===== config.mk =====
export PLATFORM = sky130hd
export DESIGN_NAME = mem_port_arbiter
export DESIGN_NICKNAME = d
export VERILOG_FILES = /design/src/rtl/cpu_mem_pkg.sv /design/src/rtl/mem_wait_counter.sv /design/src/rtl/mem_port_arbiter.sv
export SDC_FILE = /design/constraint.sdc
export NUM_CORES = 1
export LEC_CHECK = 0
export ABC_AREA = 1
export CAP_MARGIN = 20
export CORE_MARGIN = 2
export CORE_UTILIZATION = 46
export DETAILED_ROUTE_END_ITERATION = 10
export PLACE_DENSITY_LB_ADDON = 0.05
export SLEW_MARGIN = 20
export SYNTH_ARGS = -nofsm -noshare
export SYNTH_HDL_FRONTEND = slang
export SYNTH_SLANG_ARGS = --single-unit

===== constraint.sdc =====
create_clock -name clk -period 1.9 [get_ports clk]
set_input_delay 0.19 -clock clk [delete_from_list [all_inputs] [get_ports clk]]
set_output_delay 0.19 -clock clk [all_outputs]
set_load 0.005 [all_outputs]

===== src/rtl/cpu_mem_pkg.sv =====
// Shared types and defaults for the CPU memory-port arbiter.
// Contents:
//   arb_state_t : access sequencer states (IDLE, ISSUE, WAIT, RESP)
//   req_id_t    : requester identity (REQ_FETCH, REQ_DATA)
//   ADDR_W_DEF / DATA_W_DEF : default address and data widths
package cpu_mem_pkg;

    localparam int ADDR_W_DEF = 32;
    localparam int DATA_W_DEF = 32;

    typedef enum logic [1:0] {
        IDLE,
        ISSUE,
        WAIT,
        RESP
    } arb_state_t;

    typedef enum logic {
        REQ_FETCH,
        REQ_DATA
    } req_id_t;

endpackage


===== src/rtl/mem_wait_counter.sv =====
// Loadable down-counter that times the memory read latency.
// Ports:
//   clk  in  : clock, rising edge
//   RST  in  : synchronous active-low reset (count -> 0)
//   load in  : load MEM_LAT (takes priority over dec)
//   dec  in  : decrement by one, saturating at 0
//   done out : count is 0
module mem_wait_counter #(
    parameter int MEM_LAT = 1
) (
    input  logic clk,
    input  logic RST,
    input  logic load,
    input  logic dec,
    output logic done
);

    localparam int CNT_W = (MEM_LAT < 1) ? 1 : $clog2(MEM_LAT + 1);

    logic [CNT_W-1:0] count;

    always_ff @(posedge clk) begin
        if (!RST) begin
            count <= '0;
        end else if (load) begin
            count <= CNT_W'(MEM_LAT);
        end else if (dec && (count != '0)) begin
            count <= count - CNT_W'(1);
        end
    end

    assign done = (count == '0);

endmodule


===== src/rtl/mem_port_arbiter.sv =====
// Shares one single-port synchronous memory between the instruction-fetch
// port and the data load/store port. Each access runs IDLE -> ISSUE ->
// WAIT -> RESP; the winner gets a one-cycle valid pulse and the core is
// stalled while any request is outstanding.
// Build option: define ARB_ROUND_ROBIN_EN to alternate grants when both
// ports request together; otherwise data always beats fetch.
// Ports:
//   clk, RST                     : clock, synchronous active-low reset
//   i_req/i_addr/i_rdata/i_valid : fetch port
//   d_req/d_wr/d_addr/d_wdata/d_rdata/d_valid : data port
//   m_en/m_wr/m_addr/m_wdata/m_rdata : memory macro interface
//   stall                        : combinational stall to the core
module mem_port_arbiter
    import cpu_mem_pkg::*;
#(
    parameter int ADDR_W  = ADDR_W_DEF,
    parameter int DATA_W  = DATA_W_DEF,
    parameter int MEM_LAT = 1
) (
    input  logic              clk,
    input  logic              RST,
    input  logic              i_req,
    input  logic [ADDR_W-1:0] i_addr,
    output logic [DATA_W-1:0] i_rdata,
    output logic              i_valid,
    input  logic              d_req,
    input  logic              d_wr,
    input  logic [ADDR_W-1:0] d_addr,
    input  logic [DATA_W-1:0] d_wdata,
    output logic [DATA_W-1:0] d_rdata,
    output logic              d_valid,
    output logic              m_en,
    output logic              m_wr,
    output logic [ADDR_W-1:0] m_addr,
    output logic [DATA_W-1:0] m_wdata,
    input  logic [DATA_W-1:0] m_rdata,
    output logic              stall
);

    arb_state_t        state, state_nxt;
    req_id_t           winner;
    logic [ADDR_W-1:0] lat_addr;
    logic [DATA_W-1:0] lat_wdata;
    logic              lat_wr;
    logic              any_req;
    logic              grant_data;
    logic              start;
    logic              cnt_done;

    assign any_req = i_req | d_req;
    assign start   = (state == IDLE) && any_req;

`ifdef ARB_ROUND_ROBIN_EN
    req_id_t last_grant;

    // Data wins unless fetch is also asking and data had the last turn.
    assign grant_data = d_req & (~i_req | (last_grant == REQ_FETCH));

    always_ff @(posedge clk) begin
        if (!RST) begin
            last_grant <= REQ_FETCH;
        end else if (state == ISSUE) begin
            last_grant <= winner;
        end
    end
`else
    assign grant_data = d_req;
`endif

    // Counter is loaded on entry to ISSUE and counts through ISSUE and
    // WAIT, so it reaches 0 exactly in the cycle m_rdata is valid.
    mem_wait_counter #(
        .MEM_LAT(MEM_LAT)
    ) u_wait_cnt (
        .clk (clk),
        .RST (RST),
        .load(start),
        .dec ((state == ISSUE) || (state == WAIT)),
        .done(cnt_done)
    );

    always_ff @(posedge clk) begin
        if (!RST) begin
            state <= IDLE;
        end else begin
            state <= state_nxt;
        end
    end

    always_comb begin
        state_nxt = state;
        unique case (state)
            IDLE:    if (any_req) state_nxt = ISSUE;
            ISSUE:   state_nxt = WAIT;
            WAIT:    if (cnt_done) state_nxt = RESP;
            RESP:    state_nxt = IDLE;
            default: state_nxt = IDLE;
        endcase
    end

    // Request latch: requesters hold their inputs, but latching keeps the
    // memory interface stable even if a requester misbehaves mid-access.
    always_ff @(posedge clk) begin
        if (!RST) begin
            winner    <= REQ_FETCH;
            lat_addr  <= '0;
            lat_wr    <= 1'b0;
            lat_wdata <= '0;
        end else if (start) begin
            winner    <= grant_data ? REQ_DATA : REQ_FETCH;
            lat_addr  <= grant_data ? d_addr : i_addr;
            lat_wr    <= grant_data & d_wr;
            lat_wdata <= d_wdata;
        end
    end

    // Read-data capture; stores leave d_rdata untouched.
    always_ff @(posedge clk) begin
        if (!RST) begin
            i_rdata <= '0;
            d_rdata <= '0;
        end else if ((state == WAIT) && cnt_done && !lat_wr) begin
            if (winner == REQ_DATA) begin
                d_rdata <= m_rdata;
            end else begin
                i_rdata <= m_rdata;
            end
        end
    end

    assign m_en    = (state == ISSUE);
    assign m_wr    = m_en & lat_wr;
    assign m_addr  = m_en ? lat_addr  : '0;
    assign m_wdata = m_en ? lat_wdata : '0;

    assign i_valid = (state == RESP) && (winner == REQ_FETCH);
    assign d_valid = (state == RESP) && (winner == REQ_DATA);

    assign stall = (i_req & ~i_valid) | (d_req & ~d_valid);

endmodule


==> flow_results.org, run 1 <==
** Synth
- Number of nets produced by synthesis :: 1108
- The synthesized netlist contains 21 unique library cells.
- By area, the combinational part of the netlist is dominated by simple AND/OR/NAND/NOR gates.
- In the synthesized netlist, mux cells make up 0% of the area.
- Each instance of the synthesized netlist takes up on average 6.31 um^2.
- Sequential cells were found to cover 43.5% of the synthesized design area.
- Simple logic cell fraction of the synthesized area :: 35.4%
- Summing the areas of all compound-gate instances in the mapped netlist gives 7.05% of the synthesized area.
- Post-Syn Area :: 0.00612 mm^2
- The synthesized design contains 133 register bits.
- Synthesis produced 970 cells.
- For this run, the number of Yosys warnings is 0.
- After Yosys synthesis, full adders, half adders and majority gates account for 1.02% of the synthesized area.
- Post-Synth XOR/XNOR Area :: 0%

** Floorplan
- In this run the count of I/O pins placed on the die edge is 266.
- The floorplan has 42 rows.
- The die is 119 um wide.
- The initial utilization of the core area, before any placement, comes to 46.6%.
- Y dimension of the die :: 119 um
- Core Area :: 0.0131 mm^2
- Die Footprint :: 0.0143 mm^2

** Drt
- Across all layers, the routed design uses 6285 vias.
- DRC violation total after the first TritonRoute iteration :: 401
- Detailed-routing iteration count for the pre-antenna-repair pass :: 4
- In the routed design, unresolved DRC markers number 0.
- After detailed routing, the average wire length per cell comes to 12.3 um.
- After detailed routing, the total wire length is 17400 um.
- The count of nets left with antenna violations once routing finished came out at 0.
- Using the TritonRoute via totals, the vias-per-cell ratio works out to 4.44.

** Timing
- Final Max Slew Viols :: 0
- Clock tree skew after final layout :: 0.00698 ns
- After layout, the minimum clock period comes to 1.86 ns.
- RSZ-0062 raised after global routing :: yes
- Setup_tns :: 0 ns
- Number of hold violations in the final report :: 0
- Setup violations remaining at the end of the flow were counted as 0.
- At the pin with the least slew margin, the transition time is 0.510 ns.
- FMAX :: 537 MHz
- After layout, the worst path uses 98.0% of the clock period.
- Hold timing on the final database bottoms out at a slack of 0.260 ns.
- Headroom to the max-slew limit :: 66.0%
- Setup slack closes at 0.0385 ns.

** Layout
- The finished cells cover 0.00958 mm^2.
- Area grow syn2layout :: 56.4%
- Of the cells placed in the final design, the portion with a size suffix greater than 1 is 7.43%.
- The library cell used most frequently in the layout, excluding fill and tap cells, is nand2_1.
- Commonest non-fill, non-tap cells in the layout :: nand2_1, nor2_1, clkdlybuf4s50_1
- Number of antenna diodes :: 0
- Final layout net count :: 1365
- Once layout is complete, the utilization of the core stands at 72.9%.
- For this run, the number of standard cells in the final layout without fillers is 1415.

** Global route
- Antenna violations before repair :: 0
- Entering global routing, the biggest net connects 65 pins.
- Total grt overflow :: 0
- Vias in the first global route :: 5687
- Wire length of the first global-routing pass :: 27700 um
- Total global-route track usage :: 24.3%

** Worst setup path
- On the worst path, the slowest cell contributes a delay of 0.52 ns.
- Crit path max-delay cell type :: clkdlybuf4s50_1
- The worst setup path is captured at a primary output.
- Type of the setup path with the least slack :: reg -> out
- Traced cell by cell, the critical path runs through ha_2 -> inv_1 -> nor2_2 -> clkdlybuf4s50_1.
- Worst Setup Start Kind :: register
- At the worst endpoint, the arrival time is 1.67 ns.
- Crit path max fanout :: 4
- Data on the critical path is required at its endpoint by 1.71 ns.

** Pwr
- Total design power :: 11.7 mW
- Leakage power :: 5.40 nW
- Cell Pwr Density :: 1220 mW/mm^2
- Peak VDD IR :: 0.747 mV

** Place
- During placement, the flow inserted port buffers numbering 265.
- Placer's final routability congestion estimate :: 0.792
- Summing all placed instances gives a cell area of 0.00891 mm^2.
- Before CTS, the worst setup slack after placement is 0.182 ns.
- Detailed placement ended at an HPWL of 11300 um.
- Including well taps, the total number of placed cells is 1373.

** Clocking
- CTS tree :: yes
- CTS built an H-tree with a depth of 4.
- Clk slew on worst S/H paths :: 0.06 ns
- Maximum count of clock buffers along a single path :: 2
- The tree built by TritonCTS fans out to 133 sinks.
- Total CTS buffers :: 17
- Clock tree synthesis selected as its root buffer the cell clkbuf_16.
- Clock insertion delay at the later pin of the skew report :: 0.41 ns

** Outcome
- Run status :: complete, no violations

** Run
- Number of max-capacitance violations reported :: 0

** Min path
- The worst hold path belongs to the class in -> reg.
-- kinds of logic after synthesis --
kind of cell | count (synthesis)
compound gates | 70
flops | 133
simple gates | 569
buf+inv | 193
fa+ha+maj | 5
-- worst paths after layout --
| check | end | depth (start not counted) | slack, ns | start |
|---|---|---|---|---|
| worst max-delay path | i_valid | 4 | 0.04 | state[0]$_SDFFE_PN0P_ |
| worst min-delay path | d_rdata[17]$_SDFFE_PN0P_ | 4 | 0.26 | RST |
| worst max register to register | lat_wdata[31]$_SDFFE_PN0P_ | 8 | 0.33 | state[1]$_SDFFE_PN0P_ |
| worst min register to register | lat_wdata[5]$_SDFFE_PN0P_ | 2 | 0.48 | lat_wdata[5]$_SDFFE_PN0P_ |
-- cells in the mapped netlist --
cell type,n,share of area (%)
clkbuf_1,13,0.80
a21oi_1,5,0.41
o21bai_1,32,3.9
dfxtp_1,133,43
nand3_1,3,0.25
buf_2,29,2.4
nand2_1,299,18
nor2_2,2,0.20
ha_1,5,1.0
nand2_2,2,0.20
nor2_4,1,0.18
buf_6,4,0.74
o21ai_0,32,2.6
buf_4,1,0.12
inv_1,137,8.4
nand3_2,2,0.33
o22ai_1,1,0.10
buf_1,6,0.37
inv_2,2,0.12
nor2_1,260,16
inv_4,1,0.10
-- power breakdown --
part | total [mW] | leakage (nW) | internal (mW) | switching [mW]
sequential | 4.04 | 1.09 | 3.59 | 0.443
combinational | 4.68 | 4.04 | 2.26 | 2.42
clock | 3.01 | 0.262 | 1.84 | 1.18
-- timing repair --
item	in CTS	in global routing
hold buffers	0	0
cloned	3	2
setup endpoints to repair	68	35
gates resized for setup	80	45
buffers inserted	6	3
-- routing by layer --
| layer | global-route usage, % | vias to the layer above | routed length, um |
|---|---|---|---|
| met4 | 7.94 | 0 | 233 |
| met1 | 29.2 | 2743 | 7390 |
| met5 | 0 | - | 0 |
| met3 | 7.66 | 22 | 1280 |
| li1 | - | 3331 | - |
| met2 | 41.5 | 189 | 8500 |
-- worst max-delay path: cells and delay by family, from the launching register on --
family,cells,cell delay (ns)
adder cells (fa/ha/maj),1,0.19
flip-flops,1,0.38
buffers and inverters,2,0.57
AND/OR/NAND/NOR,1,0.13
-- state kept, by name, summed over array words and instances (netlist names) --
| signal | count |
|---|---|
| d_rdata | 32 |
| i_rdata | 32 |
| lat_addr | 32 |
| lat_wdata | 32 |
| lat_wr | 1 |
| state | 2 |
| u_wait_cnt.count | 1 |
| winner | 1 |
-- final cells by class --
| type | count | area (um^2) |
|---|---|---|
| repair buffers | 291 | 2910 |
| fillers | 1120 | 3560 |
| clock buffers | 25 | 505 |
| well taps | 176 | 220 |
| flip-flops and latches | 133 | 2670 |
| multi-input cells | 644 | 2700 |
| inverters | 140 | 531 |
| clock inverters | 6 | 45.0 |
Note: power is estimated with default switching activity, not from simulation.
==> run 2, diff against run 1 <==
- CTS_CLUSTER_SIZE: default -> 12
- SLEW_MARGIN: 20 -> default
==> results of run 2 <==
The final DEF is identical to that of run 1; final timing and power are the same.
==> run 3, diff against run 2 <==
- HOLD_SLACK_MARGIN: default -> 0.1
==> results of run 3 <==
The final DEF is identical to that of run 1; final timing and power are the same.
